`src/rtl/vga_pkg.sv`:
```
`default_nettype none
// +------------------------------------------------------------------------+
// | vga_pkg: shared timing defaults, derived-timing helpers, config states |
// | Rev 1.0                                                                |
// +------------------------------------------------------------------------+
package vga_pkg;

  localparam int c_H_ACTIVE = 640;
  localparam int c_H_FP     = 16;
  localparam int c_H_SYNC   = 96;
  localparam int c_H_BP     = 48;
  localparam int c_V_ACTIVE = 480;
  localparam int c_V_FP     = 10;
  localparam int c_V_SYNC   = 2;
  localparam int c_V_BP     = 33;
  localparam int c_CW       = 10;

  typedef enum logic [0:0] {
    S_IDLE = 1'b0,
    S_PEND = 1'b1
  } cfg_state_t;

  function automatic int timing_total(input int act, input int fp, input int sync, input int bp);
    return act + fp + sync + bp;
  endfunction

  function automatic int sync_start(input int act, input int fp);
    return act + fp;
  endfunction

  // Exclusive end: the pulse covers [sync_start, sync_end).
  function automatic int sync_end(input int act, input int fp, input int sync);
    return act + fp + sync;
  endfunction

endpackage
`default_nettype wire

```
`src/rtl/vga_ctrl_seleccion_timing_cnt.sv`:
```
`default_nettype none
// +------------------------------------------------------------------------+
// | vga_timing_cnt: h/v pixel counters gated by pix_en, end-of-frame flag  |
// | Rev 1.0                                                                |
// +------------------------------------------------------------------------+
module vga_timing_cnt #(
  parameter int H_TOTAL = 800,
  parameter int V_TOTAL = 525,
  parameter int CW      = 10
) (
  input  logic          clk,
  input  logic          rst,
  input  logic          i_pix_en,
  output logic [CW-1:0] o_hc,
  output logic [CW-1:0] o_vc,
  output logic          o_eof
);

  logic [CW-1:0] r_hc;
  logic [CW-1:0] r_vc;
  logic          w_h_last;
  logic          w_v_last;

  assign w_h_last = (r_hc == CW'(H_TOTAL - 1));
  assign w_v_last = (r_vc == CW'(V_TOTAL - 1));

  always_ff @(posedge clk) begin
    if (rst) begin
      r_hc <= '0;
      r_vc <= '0;
    end else if (i_pix_en) begin
      if (w_h_last) begin
        r_hc <= '0;
        r_vc <= w_v_last ? '0 : r_vc + 1'b1;
      end else begin
        r_hc <= r_hc + 1'b1;
      end
    end
  end

  // High on the clock edge that wraps the position back to (0,0).
  assign o_eof = i_pix_en && w_h_last && w_v_last;
  assign o_hc  = r_hc;
  assign o_vc  = r_vc;

endmodule
`default_nettype wire

```
`src/rtl/vga_ctrl_seleccion.sv`:
```
`default_nettype none
// +------------------------------------------------------------------------+
// | vga_ctrl_seleccion: VGA timing with frame-synchronous selection window |
// | Rev 1.0                                                                |
// +------------------------------------------------------------------------+
module vga_ctrl_seleccion
  import vga_pkg::*;
#(
  parameter int H_ACTIVE = c_H_ACTIVE,
  parameter int H_FP     = c_H_FP,
  parameter int H_SYNC   = c_H_SYNC,
  parameter int H_BP     = c_H_BP,
  parameter int V_ACTIVE = c_V_ACTIVE,
  parameter int V_FP     = c_V_FP,
  parameter int V_SYNC   = c_V_SYNC,
  parameter int V_BP     = c_V_BP,
  parameter bit SYNC_POL = 1'b0,
  parameter int CW       = c_CW
) (
  input  logic          clk,
  input  logic          rst,
  input  logic          i_pix_en,
  input  logic          i_cfg_valid,
  output logic          o_cfg_ready,
  input  logic [CW-1:0] i_cfg_x0,
  input  logic [CW-1:0] i_cfg_x1,
  input  logic [CW-1:0] i_cfg_y0,
  input  logic [CW-1:0] i_cfg_y1,
  output logic          o_hsync,
  output logic          o_vsync,
  output logic          o_video_on,
  output logic [CW-1:0] o_pix_x,
  output logic [CW-1:0] o_pix_y,
  output logic          o_seleccion_color,
  output logic          o_frame_start
);

  localparam int            c_H_TOTAL  = timing_total(H_ACTIVE, H_FP, H_SYNC, H_BP);
  localparam int            c_V_TOTAL  = timing_total(V_ACTIVE, V_FP, V_SYNC, V_BP);
  localparam logic [CW-1:0] c_H_ACT    = CW'(H_ACTIVE);
  localparam logic [CW-1:0] c_V_ACT    = CW'(V_ACTIVE);
  localparam logic [CW-1:0] c_HS_START = CW'(sync_start(H_ACTIVE, H_FP));
  localparam logic [CW-1:0] c_HS_END   = CW'(sync_end(H_ACTIVE, H_FP, H_SYNC));
  localparam logic [CW-1:0] c_VS_START = CW'(sync_start(V_ACTIVE, V_FP));
  localparam logic [CW-1:0] c_VS_END   = CW'(sync_end(V_ACTIVE, V_FP, V_SYNC));

  logic [CW-1:0] w_hc;
  logic [CW-1:0] w_vc;
  logic          w_eof;

  vga_timing_cnt #(
    .H_TOTAL (c_H_TOTAL),
    .V_TOTAL (c_V_TOTAL),
    .CW      (CW)
  ) u_cnt (
    .clk      (clk),
    .rst      (rst),
    .i_pix_en (i_pix_en),
    .o_hc     (w_hc),
    .o_vc     (w_vc),
    .o_eof    (w_eof)
  );

  cfg_state_t    r_state;
  cfg_state_t    w_state_nxt;
  logic          w_load_pend;
  logic          w_commit;
  logic [CW-1:0] r_pend_x0, r_pend_x1, r_pend_y0, r_pend_y1;
  logic [CW-1:0] r_win_x0, r_win_x1, r_win_y0, r_win_y1;

  always_comb begin
    w_state_nxt = r_state;
    w_load_pend = 1'b0;
    w_commit    = 1'b0;
    case (r_state)
      S_IDLE: if (i_cfg_valid) begin
        w_load_pend = 1'b1;
        w_state_nxt = S_PEND;
      end
      S_PEND: if (w_eof) begin
        w_commit    = 1'b1;
        w_state_nxt = S_IDLE;
      end
      default: w_state_nxt = S_IDLE;
    endcase
  end

  // Reset window has x0>x1 and y0>y1, so nothing is selected until configured.
  always_ff @(posedge clk) begin
    if (rst) begin
      r_state   <= S_IDLE;
      r_pend_x0 <= CW'(1);
      r_pend_x1 <= '0;
      r_pend_y0 <= CW'(1);
      r_pend_y1 <= '0;
      r_win_x0  <= CW'(1);
      r_win_x1  <= '0;
      r_win_y0  <= CW'(1);
      r_win_y1  <= '0;
    end else begin
      r_state <= w_state_nxt;
      if (w_load_pend) begin
        r_pend_x0 <= i_cfg_x0;
        r_pend_x1 <= i_cfg_x1;
        r_pend_y0 <= i_cfg_y0;
        r_pend_y1 <= i_cfg_y1;
      end
      if (w_commit) begin
        r_win_x0 <= r_pend_x0;
        r_win_x1 <= r_pend_x1;
        r_win_y0 <= r_pend_y0;
        r_win_y1 <= r_pend_y1;
      end
    end
  end

  assign o_cfg_ready = (r_state == S_IDLE);

  logic w_video;
  logic w_hs_act;
  logic w_vs_act;
  logic w_sel;

  assign w_video  = (w_hc < c_H_ACT) && (w_vc < c_V_ACT);
  assign w_hs_act = (w_hc >= c_HS_START) && (w_hc < c_HS_END);
  assign w_vs_act = (w_vc >= c_VS_START) && (w_vc < c_VS_END);
  assign w_sel    = w_video && (w_hc >= r_win_x0) && (w_hc <= r_win_x1)
                            && (w_vc >= r_win_y0) && (w_vc <= r_win_y1);

  logic          r_hsync, r_vsync, r_video_on, r_sel, r_frame_start;
  logic [CW-1:0] r_pix_x, r_pix_y;

  // Single output register keeps position, syncs and selection aligned.
  always_ff @(posedge clk) begin
    if (rst) begin
      r_hsync       <= ~SYNC_POL;
      r_vsync       <= ~SYNC_POL;
      r_video_on    <= 1'b0;
      r_sel         <= 1'b0;
      r_frame_start <= 1'b0;
      r_pix_x       <= '0;
      r_pix_y       <= '0;
    end else begin
      r_hsync       <= w_hs_act ? SYNC_POL : ~SYNC_POL;
      r_vsync       <= w_vs_act ? SYNC_POL : ~SYNC_POL;
      r_video_on    <= w_video;
      r_sel         <= w_sel;
      r_frame_start <= (w_hc == '0) && (w_vc == '0) && i_pix_en;
      r_pix_x       <= w_hc;
      r_pix_y       <= w_vc;
    end
  end

  assign o_hsync           = r_hsync;
  assign o_vsync           = r_vsync;
  assign o_video_on        = r_video_on;
  assign o_seleccion_color = r_sel;
  assign o_frame_start     = r_frame_start;
  assign o_pix_x           = r_pix_x;
  assign o_pix_y           = r_pix_y;

endmodule
`default_nettype wire

```
`config.mk`:
```
export PLATFORM = sky130hd
export DESIGN_NAME = vga_ctrl_seleccion
export DESIGN_NICKNAME = d
export VERILOG_FILES = /design/src/rtl/vga_pkg.sv /design/src/rtl/vga_ctrl_seleccion_timing_cnt.sv /design/src/rtl/vga_ctrl_seleccion.sv
export SDC_FILE = /design/constraint.sdc
export NUM_CORES = 1
export LEC_CHECK = 0
export BUFFER_PORTS_ARGS = -buffer_cell sky130_fd_sc_hd__buf_2
export CELL_PAD_IN_SITES_DETAIL_PLACEMENT = 0
export CELL_PAD_IN_SITES_GLOBAL_PLACEMENT = 2
export CORE_MARGIN = 1
export CORE_UTILIZATION = 30
export DETAILED_ROUTE_END_ITERATION = 12
export GPL_ROUTABILITY_DRIVEN = 0
export MAX_ROUTING_LAYER = met4
export PLACE_DENSITY = 0.7
export SLEW_MARGIN = 10
export SYNTH_ARGS = -nofsm -noshare
export SYNTH_HDL_FRONTEND = slang
export SYNTH_SLANG_ARGS = --single-unit
export TNS_END_PERCENT = 1
```
`constraint.sdc`:
```
create_clock -name clk -period 2.14 [get_ports clk]
set_input_delay 0.428 -clock clk [delete_from_list [all_inputs] [get_ports clk]]
set_output_delay 0.428 -clock clk [all_outputs]
set_load 0.05 [all_outputs]
```
Word-level counts from Yosys, hierarchy flattened
Cells that the tools add are included.
W data, S select, Z words.

word-level totals
  output and inout port bits = 26
  word-level logic and storage cells = 57
  bits in registers = 126
  input port bits = 44

operators by class
  eq/ne operators = 2
  bitwise logic cells = 1
  add/sub/neg operators = 2
  mux-type cells = 10
  reductions and logical operators = 14
  order comparisons = 10

operators with widths
  cell                     number
  $add A10 B1 Y10 const B  2
  $eq A10 B10 Y1 const B   2
  $ge A10 B10 Y1           2
  $le A10 B10 Y1           2
  $logic_not A10 Y1        2
  $lt A10 B10 Y1 const B   2
  $lt A10 B9 Y1 const B    2
  $mux W10                 2
  $logic_and A1 B1 Y1      11
  $ge A10 B10 Y1 const B   1
  $ge A10 B9 Y1 const B    1
  $mux W1                  7
  $pmux W1 S2              1
  $reduce_and A2 Y1        1
  $not A1 Y1               1

Longest topological paths before layout
Gate-level depths: netlist of run 1.

  word-level depth = 6
  gate-level depth with buffers = 8
  mapped depth without buffers = 7

Hierarchy
Synthesis of run 1 repeated with hierarchy kept, for this count alone.

unflattened totals
  cell total of the unflattened synthesis = 672
  area total of the unflattened synthesis = 5527.8 um^2

by module, submodules not included
  module              cells each  area an instance (um^2)  seq. area each (um^2)  times used
  vga_ctrl_seleccion  551         4464.3                   2122.0                 1
  vga_timing_cnt      121         1063.5                   400.4                  1

Least setup slack after synthesis of run 1
OpenSTA, ideal clock, no wires.

  kind = register to register
  start = register u_cnt.r_vc[0], in the netlist u_cnt.o_vc[0]
  end = register r_win_x0[0]
  cell stages (with the launch flop) = 8
  setup slack = 0.071 ns
  buffers on the path = 1
  data arrival time = 1.950 ns
  cell sequence = dfxtp_1 > inv_1 > ha_1 > or4b_4 > nor4_4 > nand3_2 > buf_6 > a211o_1

on the way
  cells in the longest elaborated chain, start to end = 4

RTL lines
  element                   RTL line                             text
  start: declaration        vga_ctrl_seleccion_timing_cnt.sv:20  logic [CW-1:0] r_vc;
  start signal: assignment  vga_ctrl_seleccion_timing_cnt.sv:34  r_vc <= w_v_last ? '0 : r_vc + 1'b1;
  $eq A10 B10 Y1            vga_ctrl_seleccion_timing_cnt.sv:25  assign w_v_last = (r_vc == CW'(V_TOTAL - 1));
  $logic_and A1 B1 Y1       vga_ctrl_seleccion_timing_cnt.sv:42  assign o_eof = i_pix_en && w_h_last && w_v_last;
  $mux W1                   vga_ctrl_seleccion.sv:80             S_PEND: if (w_eof) begin
  $mux W1                   vga_ctrl_seleccion.sv:75             case (r_state)
  end signal: assignment    vga_ctrl_seleccion.sv:109            r_win_x0 <= r_pend_x0;
  end: declaration          vga_ctrl_seleccion.sv:69             logic [CW-1:0] r_win_x0, r_win_x1, r_win_y0, r_win_y1;

No other way between the ends.
A chain may end at the register's enable or synchronous reset.

Final worst setup path of run 1
  start = register u_cnt.r_vc[0], in the netlist u_cnt.o_vc[0]
  end = register r_win_x0[7]

The elaborated chain is that of the path after synthesis.

==> results of run 1 <==
-- power groups by stage --
stage / logic (mW) / registers, mW / clock network (mW)
global route: 0.288 / 2.43 / 2.98
finish: 0.254 / 2.43 / 2.79
CTS: 0.259 / 2.43 / 2.88
global placement: 0.254 / 2.48 / 0
detailed placement: 0.257 / 2.48 / 0
floorplan: 0.144 / 2.48 / 0
-- cells in the final DEF, fill, tap and decap left out, types with 10 or more instances in the layout --
master     Yosys  final
a21oi_1       58     58
buf_2          3     68
buf_4          1     34
clkbuf_16      0     17
dfxtp_1      126    124
ha_1          44     44
inv_1         47     45
mux2i_1       39     39
nand2_1       99     99
nand4_1       12     12
nor2_1        64     64
nor2b_1       18     17
nor3_1        12     12
o21ai_0       14     14
xor2_1        10     10
-- path summary, 6_finish.rpt --
kind / from / endpoint / slack [ps] / depth (start not counted)
worst max-delay path: u_cnt.o_vc[0] / r_win_x0[7] / 100 / 8
worst min-delay path: i_cfg_x1[2] / r_pend_x1[2] / 230 / 3
worst max register to register: u_cnt.o_vc[0] / r_win_x0[7] / 100 / 8
worst min register to register: r_pend_x0[7] / r_pend_x0[7] / 450 / 2
-- area by class of cell --
class	count	area share, %
multi-input combinational	417	38.6
sequential	126	37.0
timing repair buffer	103	9.03
clock buffer	18	6.44
tap	225	4.13
inverter	47	2.59
clock inverter	14	2.13
-- stage by stage --
stage | setup TNS, ps | cells | hold WS (ps) | worst slack [ps] | cell area (µm²)
2_1_floorplan | 0 | 620 | 436 | 70.6 | 5460
3_3_place_gp | 0 | 917 | 448 | 38.1 | 6220
3_5_place_dp | -1100 | 917 | 447 | -65.5 | 6220
4_1_cts | 0 | 950 | 221 | 55.9 | 6810
5_1_grt | -1000 | 950 | 226 | -63.2 | 6820
6_report | 0 | 950 | 234 | 104 | 6820
-- critical path, stage by stage, from the launching register on --
cell and delay, ps:
dfxtp_2 320, inv_2 50, ha_1 130, or4b_4 480
nor4_4 260, nand3_2 200, buf_12 230, mux2i_1 170
nor2_1 50
-- logic make-up (layout without fill, tap and decap cells) --
kind of cell	after synthesis	after routing
AND/OR/NAND/NOR	234	234
adder cells (fa/ha/maj)	44	44
multiplexers	39	39
buffers and inverters	77	182
AO/OA/AOI/OAI	88	88
XOR/XNOR	12	12
flip-flops	126	126
-- repair_timing --
item                       in CTS  in global routing
setup buffers                   1                  0
setup endpoints to repair      38                 42
pin swaps                       2                  2
resized for setup               0                  4
-- routing by layer --
layer	share of wire, %	vias to the layer above	wire length (µm)	GRT usage [%]
met1	53	1959	6840	20.8
li1	-	2262	-	-
met5	0	-	0	-
met2	43	74	5550	21.4
met3	3.5	10	450	3.26
met4	0.93	0	121	6.59
==> impl_metrics.csv, run 1 <==
group,metric,value,unit
synthesis,synth.area.mux_share,7.15,%
synthesis,synth_top_family_by_area,"simple AND/OR/NAND/NOR gates",
detailed_routing,vias,4305,
grt,grt_pass1_wl,20.8,mm
die,start_util,31.1,%
status,status,"finished, final reports clean",
detailed_routing,drc,0,
sta,fmax,491,MHz
cts,htree_levels,4,
synthesis,synthAdderAreaFrac,10.1,%
pwr,pwr-share-seq,44.3,%
sta,rsz0062_at_grt,"yes",
synthesis,synth_compound_area_share,8.85,%
sta,min_period_over_period,95.1,%
synthesis,synth_top_cell_area_share,46.2,%
cts,cts_buffers,17,
min_path,hold_class,"input pin to register",
synthesis,synth_simple_gate_area_share,20.2,%
detailed_routing,drt-pass1-iter-count,5,
cells_and_area,fin_nets,800,
sta,min_period,2040,ps
worst_setup_path,arrival,2320,ps
cells_and_area,regArea,2520,µm²
worst_setup_path,worst-setup-path-type,"register to register",
cts,clk_pin_slew,60,ps
synthesis,synthTopCellsByCount,"dfxtp_1, nand2_1, nor2_1",
synthesis,async_reset_ff_share,0,%
cells_and_area,multi_input_area,2630,µm²
synthesis,syn_area_per_cell,8.80,µm²
worst_setup_path,crit_fanout,30,
sta,slew_viol_final,0,
run,cap_viol_max_count,0,
cts,cts_tree,"done",
die,pin_count,70,
synthesis,netlist_area,5460,µm²
grt,overflow,0,
placed_design,dp_hpwl,9.51,mm
synthesis,ys_seq_elements,126,
synthesis,synthCells,620,
cells_and_area,utilization,38.9,%
detailed_routing,wire_per_inst,13.6,µm
synthesis,synth_cell_types,39,
pwr,sw_frac_of_total,22.7,%
detailed_routing,ant_nets,0,
cells_and_area,num_antenna_cells,0,
pwr,powerDensity,803,nW/µm²
synthesis,ys_seq_area_share,46.2,%
detailed_routing,wl,13.0,mm
synthesis,yosysWarnings,0,
synthesis,ys_dominant_reg_cell,"dfxtp_1",
worst_setup_path,cp.required,2420,ps
die,die_w,137,µm
pwr,p_switching,1.24,mW
synthesis,yosysTopAreaCell,"dfxtp_1",
placed_design,numPortBuffers,69,
die,rows,48,
detailed_routing,via_per_inst,4.53,
die,core,17500,µm²
sta,finalHoldViolCount,0,
pwr,p_leak,3.16,nW
die,fp.dieArea,18700,µm²
cts,clock-sinks,126,
pwr,cell_internal_pwr,4.23,mW
cells_and_area,drive_above_1_share,20.1,%
worst_setup_path,cp-end-kind,"register",
sta,worst_slew_pin_slew,735,ps
pwr,clkPwrFrac,51.0,%
sta,fin_skew,29.7,ps
detailed_routing,drtIter0Drc,176,
die,die_y,137,µm
synthesis,synthTopCellsByArea,"dfxtp_1, ha_1, mux2i_1, nand2_1, a21oi_1",
cells_and_area,syn_to_final_growth,24.9,%
cts,root_buffer,"clkbuf_16",
grt,grt_antenna_before_repair,0,
pwr,power,5.47,mW
pwr,ir_worst_vdd,0.000532,V
synthesis,synth_edf_count,0,
synthesis,synth.most_common_cell,"dfxtp_1",
sta,slew_headroom,51.0,%
cts,clk_latency,430,ps
cts,clock_path_buffers,2,
grt,grt_pass1_vias,4098,
grt,grt_max_degree,71,
worst_setup_path,start_kind,"register",
cells_and_area,n_fill_cell,1809,
grt,grt_usage,15.2,%
pwr,combinationalPowerShare,4.6,%
cts,hold_buffers,0,
synthesis,synthXorXnorAreaFrac,1.93,%
synthesis,synth_nets,708,
sta,setup_viol,0,
(Power assumes the default switching activity.)
==> run 2, diff against run 1 <==
--- a/config.mk
+++ b/config.mk
@@ -9,11 +9,11 @@
 export CELL_PAD_IN_SITES_DETAIL_PLACEMENT = 0
 export CELL_PAD_IN_SITES_GLOBAL_PLACEMENT = 2
 export CORE_MARGIN = 1
-export CORE_UTILIZATION = 30
+export CORE_UTILIZATION = 32
 export DETAILED_ROUTE_END_ITERATION = 12
 export GPL_ROUTABILITY_DRIVEN = 0
 export MAX_ROUTING_LAYER = met4
-export PLACE_DENSITY = 0.7
+export PLACE_DENSITY = 0.74
 export SLEW_MARGIN = 10
 export SYNTH_ARGS = -nofsm -noshare
 export SYNTH_HDL_FRONTEND = slang
==> run 2 against run 1 <==
Critical path depth fell by 1; clock-buffer cell count up 4; total power shrank 3.2%; critical path type unchanged; critical endpoint is now r_win_y0[0]; largest cell class unchanged.
==> impl_metrics.csv, run 2 (synthesis results as in run 1) <==
group,metric,value,unit
die,start_util,32.8,%
sta,worst_slew_pin_slew,698,ps
sta,fin_skew,12.9,ps
grt,grt_usage,16.1,%
cells_and_area,syn_to_final_growth,23.5,%
cts,cts_tree,"done",
cells_and_area,n_fill_cell,1702,
cts,clk_pin_slew,50,ps
grt,grt_pass1_vias,4305,
sta,slew_headroom,53.5,%
detailed_routing,vias,4328,
worst_setup_path,crit_path_cell_trace,"inv_2 -> ha_1 -> or4b_4 -> nor4_4 -> nand3_2 -> buf_12 -> a211o_1",
pwr,sw_frac_of_total,22.1,%
sta,finalHoldViolCount,0,
die,die_y,133,µm
pwr,p_switching,1.17,mW
detailed_routing,wl,12.7,mm
worst_setup_path,arrival,2340,ps
cts,clock-sinks,126,
sta,min_period_over_period,94.8,%
sta,setup_tns,0,ps
run,cap_viol_max_count,0,
grt,overflow,0,
grt,grt_max_degree,68,
cts,hold_buffers,0,
detailed_routing,drt-pass1-iter-count,4,
sta,setup_viol,0,
pwr,clkPwrFrac,49.3,%
pwr,pwr-share-seq,45.9,%
sta,fmax,493,MHz
cts,clock_path_buffers,2,
detailed_routing,drc,0,
die,fp.dieArea,17600,µm²
worst_setup_path,start_kind,"register",
worst_setup_path,cp-end-kind,"register",
placed_design,dp_hpwl,9.25,mm
detailed_routing,wire_per_inst,13.6,µm
pwr,powerDensity,786,nW/µm²
worst_setup_path,worst-setup-path-type,"register to register",
cts,root_buffer,"clkbuf_16",
pwr,ir_worst_vdd,0.000595,V
sta,rsz0062_at_grt,"no",
cts,cts_buffers,17,
die,pin_count,70,
cts,htree_levels,4,
cells_and_area,regArea,2520,µm²
sta,min_period,2030,ps
pwr,combinationalPowerShare,4.8,%
pwr,power,5.30,mW
detailed_routing,via_per_inst,4.61,
cells_and_area,multi_input_area,2630,µm²
grt,grt_antenna_before_repair,0,
die,core,16600,µm²
worst_setup_path,cp.required,2450,ps
die,die_w,133,µm
cells_and_area,fin_nets,796,
min_path,hold_class,"input pin to register",
status,status,"finished, final reports clean",
worst_setup_path,slowest_stage,"or4b_4",
detailed_routing,ant_nets,0,
grt,grt_pass1_wl,21.4,mm
detailed_routing,drtIter0Drc,220,
pwr,p_leak,3.13,nW
cells_and_area,final_cell_mix,"dfxtp_1, nand2_1, buf_2, nor2_1, a21oi_1",
pwr,cell_internal_pwr,4.12,mW
worst_setup_path,cp_num_buf_inv,2,
cts,clk_latency,420,ps
worst_setup_path,crit_fanout,30,
die,rows,47,
worst_setup_path,critical_path.max_stage_delay,480,ps
sta,slew_viol_final,0,
cells_and_area,final_common_cell,"dfxtp_1",
cells_and_area,drive_above_1_share,18.9,%
placed_design,numPortBuffers,69,
worst_setup_path,crit_family,"simple AND/OR/NAND/NOR gates",
cells_and_area,num_antenna_cells,0,
==> run 2: cell types whose count changed in the layout (fill, tap and decap cells not counted) <==
cell,change
buf_4,-6
buf_6,+1
clkbuf_8,+1
dfxtp_1,+1
clkinvlp_4,-3
bufinv_16,-1
clkinv_4,-4
clkbuf_1,+3
dfxtp_2,-1
buf_12,+1
clkinv_2,+2
==> run 2: timing repair <==
| item | in CTS | in global routing |
|---|---|---|
| resized for setup | 0 | 4 |
| setup endpoints to repair | 2 | 22 |
| setup buffers | 0 | 2 |
| pin swaps | 1 | 1 |
==> run 2: metal layers <==
metal / up-vias / wire [µm] / global-route usage [%]
met5: - / 0 / -
met4: 0 / 187 / 6.13
met3: 13 / 463 / 3.83
met2: 75 / 5430 / 23.5
met1: 1990 / 6660 / 21.4
li1: 2250 / - / -
==> run 2: power by group through the flow <==
stage	clock network (mW)	registers, mW	logic (mW)
after floorplan	0	2.48	0.144
after global placement	0	2.48	0.256
after detailed placement	0	2.48	0.259
after CTS	2.68	2.43	0.260
after global routing	2.78	2.43	0.290
final	2.61	2.43	0.257
==> run 2: cell type report <==
cell class,instances,area share (%)
inverter,47,2.62
clock inverter,8,1.00
clock buffer,22,6.89
tap,220,4.08
timing repair buffer,99,8.93
multi-input combinational,417,39.0
sequential,126,37.4
==> run 2: final timing paths <==
path	slack (ps)	to	start	depth (start not counted)
max	110	r_win_y0[0]	u_cnt.o_vc[0]	7
min	240	r_pend_y0[8]	i_cfg_y0[8]	3
max reg2reg	110	r_win_y0[0]	u_cnt.o_vc[0]	7
min reg2reg	460	r_pend_x1[5]	r_pend_x1[5]	2
==> run 2: through the flow <==
stage                     setup slack (ps)  instance area [µm²]  utilization (%)  std cells  hold WS, ps
after detailed placement              14.7                 6190             37.2        907          450
after global placement                82.2                 6190             37.2        907          445
after floorplan                       70.6                 5460                -        620          436
after CTS                             73.9                 6720             40.4        937          225
final                                  111                 6740             40.5        939          236
after global routing                  3.44                 6740             40.5        939          237
==> run 2: worst register-to-register path, delay by kind of cell (launching register included) <==
family          cells  cell delay (ps)
compound gates      1              320
fa+ha+maj           1              130
buf+inv             2              260
flops               1              320
simple gates        3              900
